$ cat config.mk
export PLATFORM = sky130hd
export DESIGN_NAME = if_fetch_stage_flat
export DESIGN_NICKNAME = d
export VERILOG_FILES = /design/src/rtl/core_pkg.sv /design/src/rtl/if_fetch_stage_if.sv /design/src/rtl/mux32bit2_1.sv /design/src/rtl/if_fetch_stage.sv /design/src/flat_wrapper.sv
export SDC_FILE = /design/constraint.sdc
export NUM_CORES = 1
export LEC_CHECK = 0
export ABC_AREA = 1
export ABC_CLOCK_PERIOD_IN_PS = 6750
export BUFFER_PORTS_ARGS = -buffer_cell sky130_fd_sc_hd__buf_2
export CAP_MARGIN = 20
export CORE_ASPECT_RATIO = 0.9
export CORE_MARGIN = 3
export CORE_UTILIZATION = 44
export CTS_CLUSTER_SIZE = 28
export DETAILED_ROUTE_END_ITERATION = 7
export HOLD_SLACK_MARGIN = 0.05
export MAX_ROUTING_LAYER = met4
export PLACE_DENSITY = 0.84
export REMOVE_ABC_BUFFERS = 1
export SKIP_LAST_GASP = 1
export SYNTH_ARGS = -nofsm -noshare
export SYNTH_HDL_FRONTEND = slang
export SYNTH_SLANG_ARGS = --single-unit
$ cat constraint.sdc
create_clock -name clk -period 6.75 [get_ports clk]
set_clock_uncertainty 0.1 [all_clocks]
set_input_delay 1.35 -clock clk [delete_from_list [all_inputs] [get_ports clk]]
set_output_delay 1.35 -clock clk [all_outputs]
set_load 0.01 [all_outputs]
$ cat src/rtl/core_pkg.sv
// Shared constants and types for the 64-bit pipelined core front end.
// Holds default widths, the reset PC, the bubble encoding and the IF/ID record.
package core_pkg;

    localparam int CORE_ADDR_W  = 64;
    localparam int CORE_INSTR_W = 32;
    localparam int CORE_CNT_W   = 32;

    localparam logic [CORE_ADDR_W-1:0]  CORE_RESET_PC = 64'h0;
    localparam logic [CORE_INSTR_W-1:0] NOP_INSTR     = 32'h0;

    typedef struct packed {
        logic [CORE_ADDR_W-1:0]  pc;
        logic [CORE_INSTR_W-1:0] instr;
        logic                    valid;
    } ifid_t;

endpackage

$ cat src/rtl/if_fetch_stage_if.sv
// Bus between the fetch stage and its surroundings: hazard/branch control,
// instruction memory and the IF/ID pipeline outputs.
interface if_fetch_stage_if #(
    parameter int ADDR_W  = 64,
    parameter int INSTR_W = 32,
    parameter int CNT_W   = 32
);
    logic               stall_i;
    logic               flush_i;
    logic               pc_src_i;
    logic [ADDR_W-1:0]  branch_target_i;
    logic [ADDR_W-1:0]  imem_addr_o;
    logic [INSTR_W-1:0] imem_rdata_i;
    logic [ADDR_W-1:0]  ifid_pc_o;
    logic [INSTR_W-1:0] ifid_instr_o;
    logic               ifid_valid_o;
    logic [CNT_W-1:0]   fetch_count_o;

    // master is the fetch stage itself; slave is the pipeline/memory side
    modport master (
        input  stall_i, flush_i, pc_src_i, branch_target_i, imem_rdata_i,
        output imem_addr_o, ifid_pc_o, ifid_instr_o, ifid_valid_o, fetch_count_o
    );

    modport slave (
        output stall_i, flush_i, pc_src_i, branch_target_i, imem_rdata_i,
        input  imem_addr_o, ifid_pc_o, ifid_instr_o, ifid_valid_o, fetch_count_o
    );

endinterface

$ cat src/rtl/mux32bit2_1.sv
// Generic 2:1 word multiplexer used for next-PC selection.
module mux32bit2_1 #(
    parameter int WIDTH = 64
) (
    input  logic [WIDTH-1:0] input0,
    input  logic [WIDTH-1:0] input1,
    input  logic             control,
    output logic [WIDTH-1:0] out
);

    assign out = control ? input1 : input0;

endmodule

$ cat src/rtl/if_fetch_stage.sv
// Instruction-fetch stage: PC register, next-PC selection, IF/ID register and
// a saturating count of instructions loaded into IF/ID.
module if_fetch_stage
    import core_pkg::*;
#(
    parameter int                ADDR_W   = CORE_ADDR_W,
    parameter int                INSTR_W  = CORE_INSTR_W,
    parameter int                CNT_W    = CORE_CNT_W,
    parameter logic [ADDR_W-1:0] RESET_PC = ADDR_W'(CORE_RESET_PC)
) (
    input  logic            clk,
    input  logic            rst,
    if_fetch_stage_if.master bus
);

    logic [ADDR_W-1:0]  pc_q;
    logic [ADDR_W-1:0]  pc_plus4;
    logic [ADDR_W-1:0]  target_aligned;
    logic [ADDR_W-1:0]  next_pc;
    logic [ADDR_W-1:0]  ifid_pc_q;
    logic [INSTR_W-1:0] ifid_instr_q;
    logic               ifid_valid_q;
    logic [CNT_W-1:0]   count_q;

    assign pc_plus4       = pc_q + ADDR_W'(4);
    assign target_aligned = bus.branch_target_i & ~ADDR_W'(3);

    mux32bit2_1 #(.WIDTH(ADDR_W)) u_next_pc (
        .input0  (pc_plus4),
        .input1  (target_aligned),
        .control (bus.pc_src_i),
        .out     (next_pc)
    );

    // A redirect must land even while the hazard unit is stalling.
    always_ff @(posedge clk or posedge rst) begin
        if (rst)
            pc_q <= RESET_PC;
        else if (bus.pc_src_i || !bus.stall_i)
            pc_q <= next_pc;
    end

    always_ff @(posedge clk or posedge rst) begin
        if (rst) begin
            ifid_pc_q    <= '0;
            ifid_instr_q <= INSTR_W'(NOP_INSTR);
            ifid_valid_q <= 1'b0;
            count_q      <= '0;
        end else if (bus.flush_i) begin
            ifid_pc_q    <= '0;
            ifid_instr_q <= INSTR_W'(NOP_INSTR);
            ifid_valid_q <= 1'b0;
        end else if (!bus.stall_i) begin
            ifid_pc_q    <= pc_q;
            ifid_instr_q <= bus.imem_rdata_i;
            ifid_valid_q <= 1'b1;
            if (count_q != '1)
                count_q <= count_q + CNT_W'(1);
        end
    end

    assign bus.imem_addr_o   = pc_q;
    assign bus.ifid_pc_o     = ifid_pc_q;
    assign bus.ifid_instr_o  = ifid_instr_q;
    assign bus.ifid_valid_o  = ifid_valid_q;
    assign bus.fetch_count_o = count_q;

endmodule

$ cat src/flat_wrapper.sv
// flat-port wrapper written by rule: the top's interface ports become plain ports
module if_fetch_stage_flat import core_pkg::*;
#(
    parameter int                ADDR_W   = CORE_ADDR_W,
    parameter int                INSTR_W  = CORE_INSTR_W,
    parameter int                CNT_W    = CORE_CNT_W,
    parameter logic [ADDR_W-1:0] RESET_PC = ADDR_W'(CORE_RESET_PC)
)
  (clk, rst, bus_stall_i, bus_flush_i, bus_pc_src_i, bus_branch_target_i, bus_imem_rdata_i, bus_imem_addr_o, bus_ifid_pc_o, bus_ifid_instr_o, bus_ifid_valid_o, bus_fetch_count_o);
  if_fetch_stage_if #(.ADDR_W(ADDR_W), .INSTR_W(INSTR_W), .CNT_W(CNT_W)) bus_i ();
  input  logic clk;
  input  logic rst;
  input wire logic [$bits(bus_i.stall_i)-1:0] bus_stall_i;
  input wire logic [$bits(bus_i.flush_i)-1:0] bus_flush_i;
  input wire logic [$bits(bus_i.pc_src_i)-1:0] bus_pc_src_i;
  input wire logic [$bits(bus_i.branch_target_i)-1:0] bus_branch_target_i;
  input wire logic [$bits(bus_i.imem_rdata_i)-1:0] bus_imem_rdata_i;
  output wire logic [$bits(bus_i.imem_addr_o)-1:0] bus_imem_addr_o;
  output wire logic [$bits(bus_i.ifid_pc_o)-1:0] bus_ifid_pc_o;
  output wire logic [$bits(bus_i.ifid_instr_o)-1:0] bus_ifid_instr_o;
  output wire logic [$bits(bus_i.ifid_valid_o)-1:0] bus_ifid_valid_o;
  output wire logic [$bits(bus_i.fetch_count_o)-1:0] bus_fetch_count_o;
  assign bus_i.stall_i = bus_stall_i;
  assign bus_i.flush_i = bus_flush_i;
  assign bus_i.pc_src_i = bus_pc_src_i;
  assign bus_i.branch_target_i = bus_branch_target_i;
  assign bus_i.imem_rdata_i = bus_imem_rdata_i;
  assign bus_imem_addr_o = bus_i.imem_addr_o;
  assign bus_ifid_pc_o = bus_i.ifid_pc_o;
  assign bus_ifid_instr_o = bus_i.ifid_instr_o;
  assign bus_ifid_valid_o = bus_i.ifid_valid_o;
  assign bus_fetch_count_o = bus_i.fetch_count_o;
  if_fetch_stage #(.ADDR_W(ADDR_W), .INSTR_W(INSTR_W), .CNT_W(CNT_W), .RESET_PC(RESET_PC)) u_core (.clk(clk), .rst(rst), .bus(bus_i));
endmodule
== Yosys cells after proc, flatten, opt, wreduce, memory -nomap -nowiden ==
Cells that the tools add are included.

* Latch bits: 0
* Bits of input ports: 101
* Flip-flop bits (word level): 193
* Memories kept: 0
* Memory bits (read-only): 0
* Output and inout port bits: 193
* RAM bits: 0
* Logic and storage cells: 21

* Mux-type cells: 7
* $add $sub $neg: 2
* Div/mod/pow operators: 0
* Magnitude comparators: 0
* Eq/ne operators: 2
* Reduce and logical (&&, ||, !) cells: 3
* Bitwise gates (word level): 2
* Shift-type cells: 0
* $mul: 0

{| class="wikitable"
|+ Operator list
! cell !! count
|-
| 2-to-1 mux 64 bit || 3
|-
| adder 64 x 3 -> 64 bit, second input constant || 1
|-
| 2-to-1 mux 32 bit || 2
|-
| adder 32 x 1 -> 32 bit, second input constant || 1
|-
| != test 32 bit, second input constant || 1
|-
| AND reduction 3 bit || 1
|-
| 2-to-1 mux 1 bit || 2
|-
| != test 2 x 1 -> 1 bit, second input constant || 1
|-
| inverter 1 bit || 2
|-
| zero test 1 bit || 1
|-
| logical OR 1 bit || 1
|}

== Longest topological paths before layout ==
* Depth after elaboration: 2
* Mapped depth: 11
* Depth with buffers taken out: 11

== Hierarchy ==
Synthesis repeated with hierarchy kept, for this count alone.

* Cells, all modules: 1566
* Area total of the unflattened synthesis: 10832.9 sq um

{| class="wikitable"
|+ By module, submodules not included
! module !! times used !! seq. area each (sq um) !! area each (sq um) !! cells each
|-
| if_fetch_stage || 1 || 4829.6 || 9988.3 || 1360
|-
| mux32bit2_1 || 1 || 0.0 || 844.6 || 206
|}

== Worst setup path before layout ==
No wires, ideal clock.

* Kind: input port to flip-flop
* Start point: input bus_stall_i
* End point: register u_core.count_q[18], in the netlist u_core.bus.fetch_count_o[18]
* Stages on the path: 7
* Data required time: 6585 ps
* Setup slack: 4287 ps
* Library setup time: 65 ps
* Arrival: 2298 ps
* Buffers on the path: 2
* Cells stage by stage: buf_2 > nor2_4 > inv_2 > a21oi_2 > buf_2 > nand2_1 > nand2_1

* Word-level cells in the longest chain between the ends: 2

{| class="wikitable"
|+ Ends and longest elaborated chain
! element !! RTL line !! text
|-
| start, declared || flat_wrapper.sv:13 || <nowiki>input wire logic [$bits(bus_i.stall_i)-1:0] bus_stall_i;</nowiki>
|-
| inverter 1 bit (no line) || -- ||
|-
| AND reduction 3 bit (no line) || -- ||
|-
| end signal, assigned || if_fetch_stage.sv:58 || <nowiki>count_q <= count_q + CNT_W'(1);</nowiki>
|-
| end, declared || if_fetch_stage.sv:23 || <nowiki>logic [CNT_W-1:0] count_q;</nowiki>
|}

No other way between the ends.
A chain may end at the register's enable or synchronous reset.

== Worst setup path in the final report ==
* Start point: input bus_stall_i
* End point: register u_core.count_q[6], in the netlist u_core.bus.fetch_count_o[6]

Same word-level chain as after synthesis.

==> impl_metrics.csv <==
group,metric,value,unit
timing,grt_setup_unrepaired,"false",
clocking,htree_levels,4,
clocking,postCtsSetupRepairBufs,0,
routing,via_per_inst,5.23,
routing,first_pass_iters,6,
worst_setup_path,reg2reg_from,"u_core.bus.imem_addr_o[4]$_DFFE_PP0N_",
routing,vias,10900,
clocking,cts_hold_buffers,0,
timing,worst_slew_pin_slew,1.01,ns
clocking,root_buffer,"clkbuf_16",
synthesis,synth.area.top_cells,"dfrtp_1, nand2_1, nand3_1",
clocking,cts_inserted_buffers,17,
power_and_ir_drop,power_switching,908,uW
finish,fin_nets,1863,
global_routing,antenna_found_initial,1,
clocking,cts_sinks,190,
worst_setup_path,startpoint,"bus_stall_i",
synthesis,synth-seq-cells,190,
timing,fmax,314,MHz
die,row_count,53,
routing,finalWirelength,35800,um
finish,syn2layout_area_growth,21.2,%
timing,final.min_clock_period,3.18,ns
finish,final_layout_size_suffix_gt1_frac,0.200,
synthesis,postSynthAreaPerCell,7.01,um2
routing,drt_iter0_markers,813,
worst_setup_path,r2r-end,"u_core.bus.imem_addr_o[35]$_DFFE_PP0N_",
power_and_ir_drop,p_per_area,220,nW/um2
worst_setup_path,arrival,3.40,ns
synthesis,synth_flop_cell,"dfrtp_1",
die,die_w,169,um
timing,setup_violations,0,
timing,hold_viol_final,0,
run_status,outcome,"complete, no violations",
worst_setup_path,crit_path_end_kind,"flop",
global_routing,grt_max_degree,131,
placed_design,portBuffers,289,
global_routing,overflow,0,
power_and_ir_drop,switching_share,0.323,
synthesis,syn-instance-count,1501,
die,dieArea,25800,um2
die,coreArea,23400,um2
global_routing,track_usage,0.282,
global_routing,grt_pass1_wl,56500,um
worst_setup_path,rrSetupSlack,4.56,ns
timing,slew_headroom,0.324,
routing,wire_per_inst,17.2,um
timing,whs,0.400,ns
die,die_h,153,um
power_and_ir_drop,p_leak,6.74,nW
synthesis,synthTopCellsByCount,"nand2_1, dfrtp_1, nand3_1, inv_1, nor2_1",
power_and_ir_drop,combPwrFrac,0.167,
synthesis,synth-edff-count,0,
clocking,clk-insertion-delay-late,0.44,ns
timing,slew_violations,0,
synthesis,async_flop_share,1.00,
worst_setup_path,crit_type,"primary input to flop",
synthesis,yosys.area.top_type,"dfrtp_1",
worst_setup_path,required,6.97,ns
synthesis,yosysMostFrequentCell,"nand2_1",
placed_design,dp.final_hpwl,26300,um
timing,period_share,0.471,
worst_setup_path,cp-start-kind,"primary input",
timing,fin_setup_tns,0,ns
synthesis,synth.distinct_cells,34,
clocking,cts_tree,"done",
worst_hold_path,min_path_type,"flop to flop",
job,max_cap_violations,0,
synthesis,syn_area,10500,um2
worst_setup_path,r2r_cells,7,
clocking,cts.clk_slew.worst_paths,0.08,ns
worst_setup_path,critPathMaxFanout,60,
global_routing,grt_pass1_vias,10400,
routing,ant_nets,0,
routing,drc,0,
synthesis,yosys_warnings,0,
power_and_ir_drop,clockPowerShare,0.357,
die,ios,294,
placed_design,place_congestion,0.976,
worst_setup_path,worstSetupEndpoint,"u_core.bus.fetch_count_o[6]$_DFFE_PP0P_",
power_and_ir_drop,peakVddDrop,0.136,mV
clocking,clockBufferDepth,2,
power_and_ir_drop,seq_power_share,0.476,
synthesis,synth_top_area_frac,0.452,
power_and_ir_drop,internal-power,1.90,mW
synthesis,ys_seq_area_frac,0.452,
clocking,cts_resized,0,
die,start_util,0.450,
## layout by cell type, fill, tap and decap left out, types with 2 or more instances in the layout
cell type	count
nor2_1	147
nand4_1	10
o221ai_1	6
nand2_2	2
inv_2	5
nand2_1	541
o21bai_1	8
conb_1	2
nor3_1	6
o211ai_1	9
o21ai_0	117
inv_1	151
xor2_1	22
o21ai_1	7
nand3_2	2
clkbuf_16	17
clkinvlp_4	4
xnor2_1	8
diode_2	2
nor2_4	5
inv_6	5
nand3b_1	2
inv_8	5
nand3_1	188
buf_2	288
nor3_2	3
ha_1	2
buf_4	8
clkbuf_8	2
nor2_2	5
dfrtp_1	190
## per-stage QoR
stage                util  std cells  area, um2  power [mW]  worst slack (ns)
finish              0.545       2077      12800        2.81              3.57
floorplan               -       1444      10300        1.58             0.130
detailed placement  0.520       2042      12200        1.82              2.60
global placement    0.520       2042      12200        1.81              2.65
global route        0.545       2076      12800        2.94              3.40
CTS                 0.544       2074      12700        2.82              3.05
## power groups by stage
stage | registers (mW) | clock network [mW] | logic [mW]
floorplan | 1.37 | 0 | 0.205
global placement | 1.35 | 0 | 0.458
detailed placement | 1.36 | 0 | 0.468
CTS | 1.33 | 1.02 | 0.469
global route | 1.35 | 1.07 | 0.523
finish | 1.34 | 1.00 | 0.468
## cell families after synthesis
group           Yosys count  share of synthesized area
buf+inv                 215                     0.0809
other cells               1                   0.000356
flops                   190                      0.452
simple gates            914                      0.362
xor+xnor                 30                     0.0250
compound gates          149                     0.0777
fa+ha+maj                 2                    0.00238
## critical path, stage by stage
cell	delay, ns
buf_4	0.22
nor2_4	0.11
buf_4	0.42
inv_2	0.52
a21oi_2	0.42
buf_8	0.23
o21ai_0	0.09
## how the worst min path moves through the flow
stage	startpoint	end	slack [ns]	depth (start not counted)
floorplan	u_core.bus.ifid_valid_o$_DFFE_PP0P_	u_core.bus.ifid_valid_o$_DFFE_PP0P_	0.42	2
global placement	u_core.bus.ifid_valid_o$_DFFE_PP0P_	u_core.bus.ifid_valid_o$_DFFE_PP0P_	0.38	2
detailed placement	u_core.bus.ifid_valid_o$_DFFE_PP0P_	u_core.bus.ifid_valid_o$_DFFE_PP0P_	0.38	2
CTS	u_core.bus.ifid_valid_o$_DFFE_PP0P_	u_core.bus.ifid_valid_o$_DFFE_PP0P_	0.40	2
global route	u_core.bus.ifid_valid_o$_DFFE_PP0P_	u_core.bus.ifid_valid_o$_DFFE_PP0P_	0.43	2
finish	u_core.bus.ifid_valid_o$_DFFE_PP0P_	u_core.bus.ifid_valid_o$_DFFE_PP0P_	0.40	2
## area by class of cell
class / instances / area (um2)
tap: 302 / 378
multi-input combinational: 1097 / 4930
timing repair buffer: 297 / 1520
sequential: 190 / 4750
clock buffer: 19 / 453
antenna: 2 / 5.00
clock inverter: 13 / 119
inverter: 157 / 597
fill: 2296 / 10700
## sequential cells by signal, summed over array words and instances, names as in the netlist
signal and cells:
u_core.bus.fetch_count_o 32, u_core.bus.ifid_instr_o 32, u_core.bus.ifid_valid_o 1, u_core.bus.imem_addr_o 62
u_core.bus.ifid_pc_o 63
## routing by layer
layer  vias up  routed length, um  track usage
li1       5262                  -            -
met1      5083              15600        0.378
met2       468              16700        0.448
met3        50               2850       0.0547
met4         0                646       0.0599
met5         -                  0            -
Power figures use the tool's default switching activity.
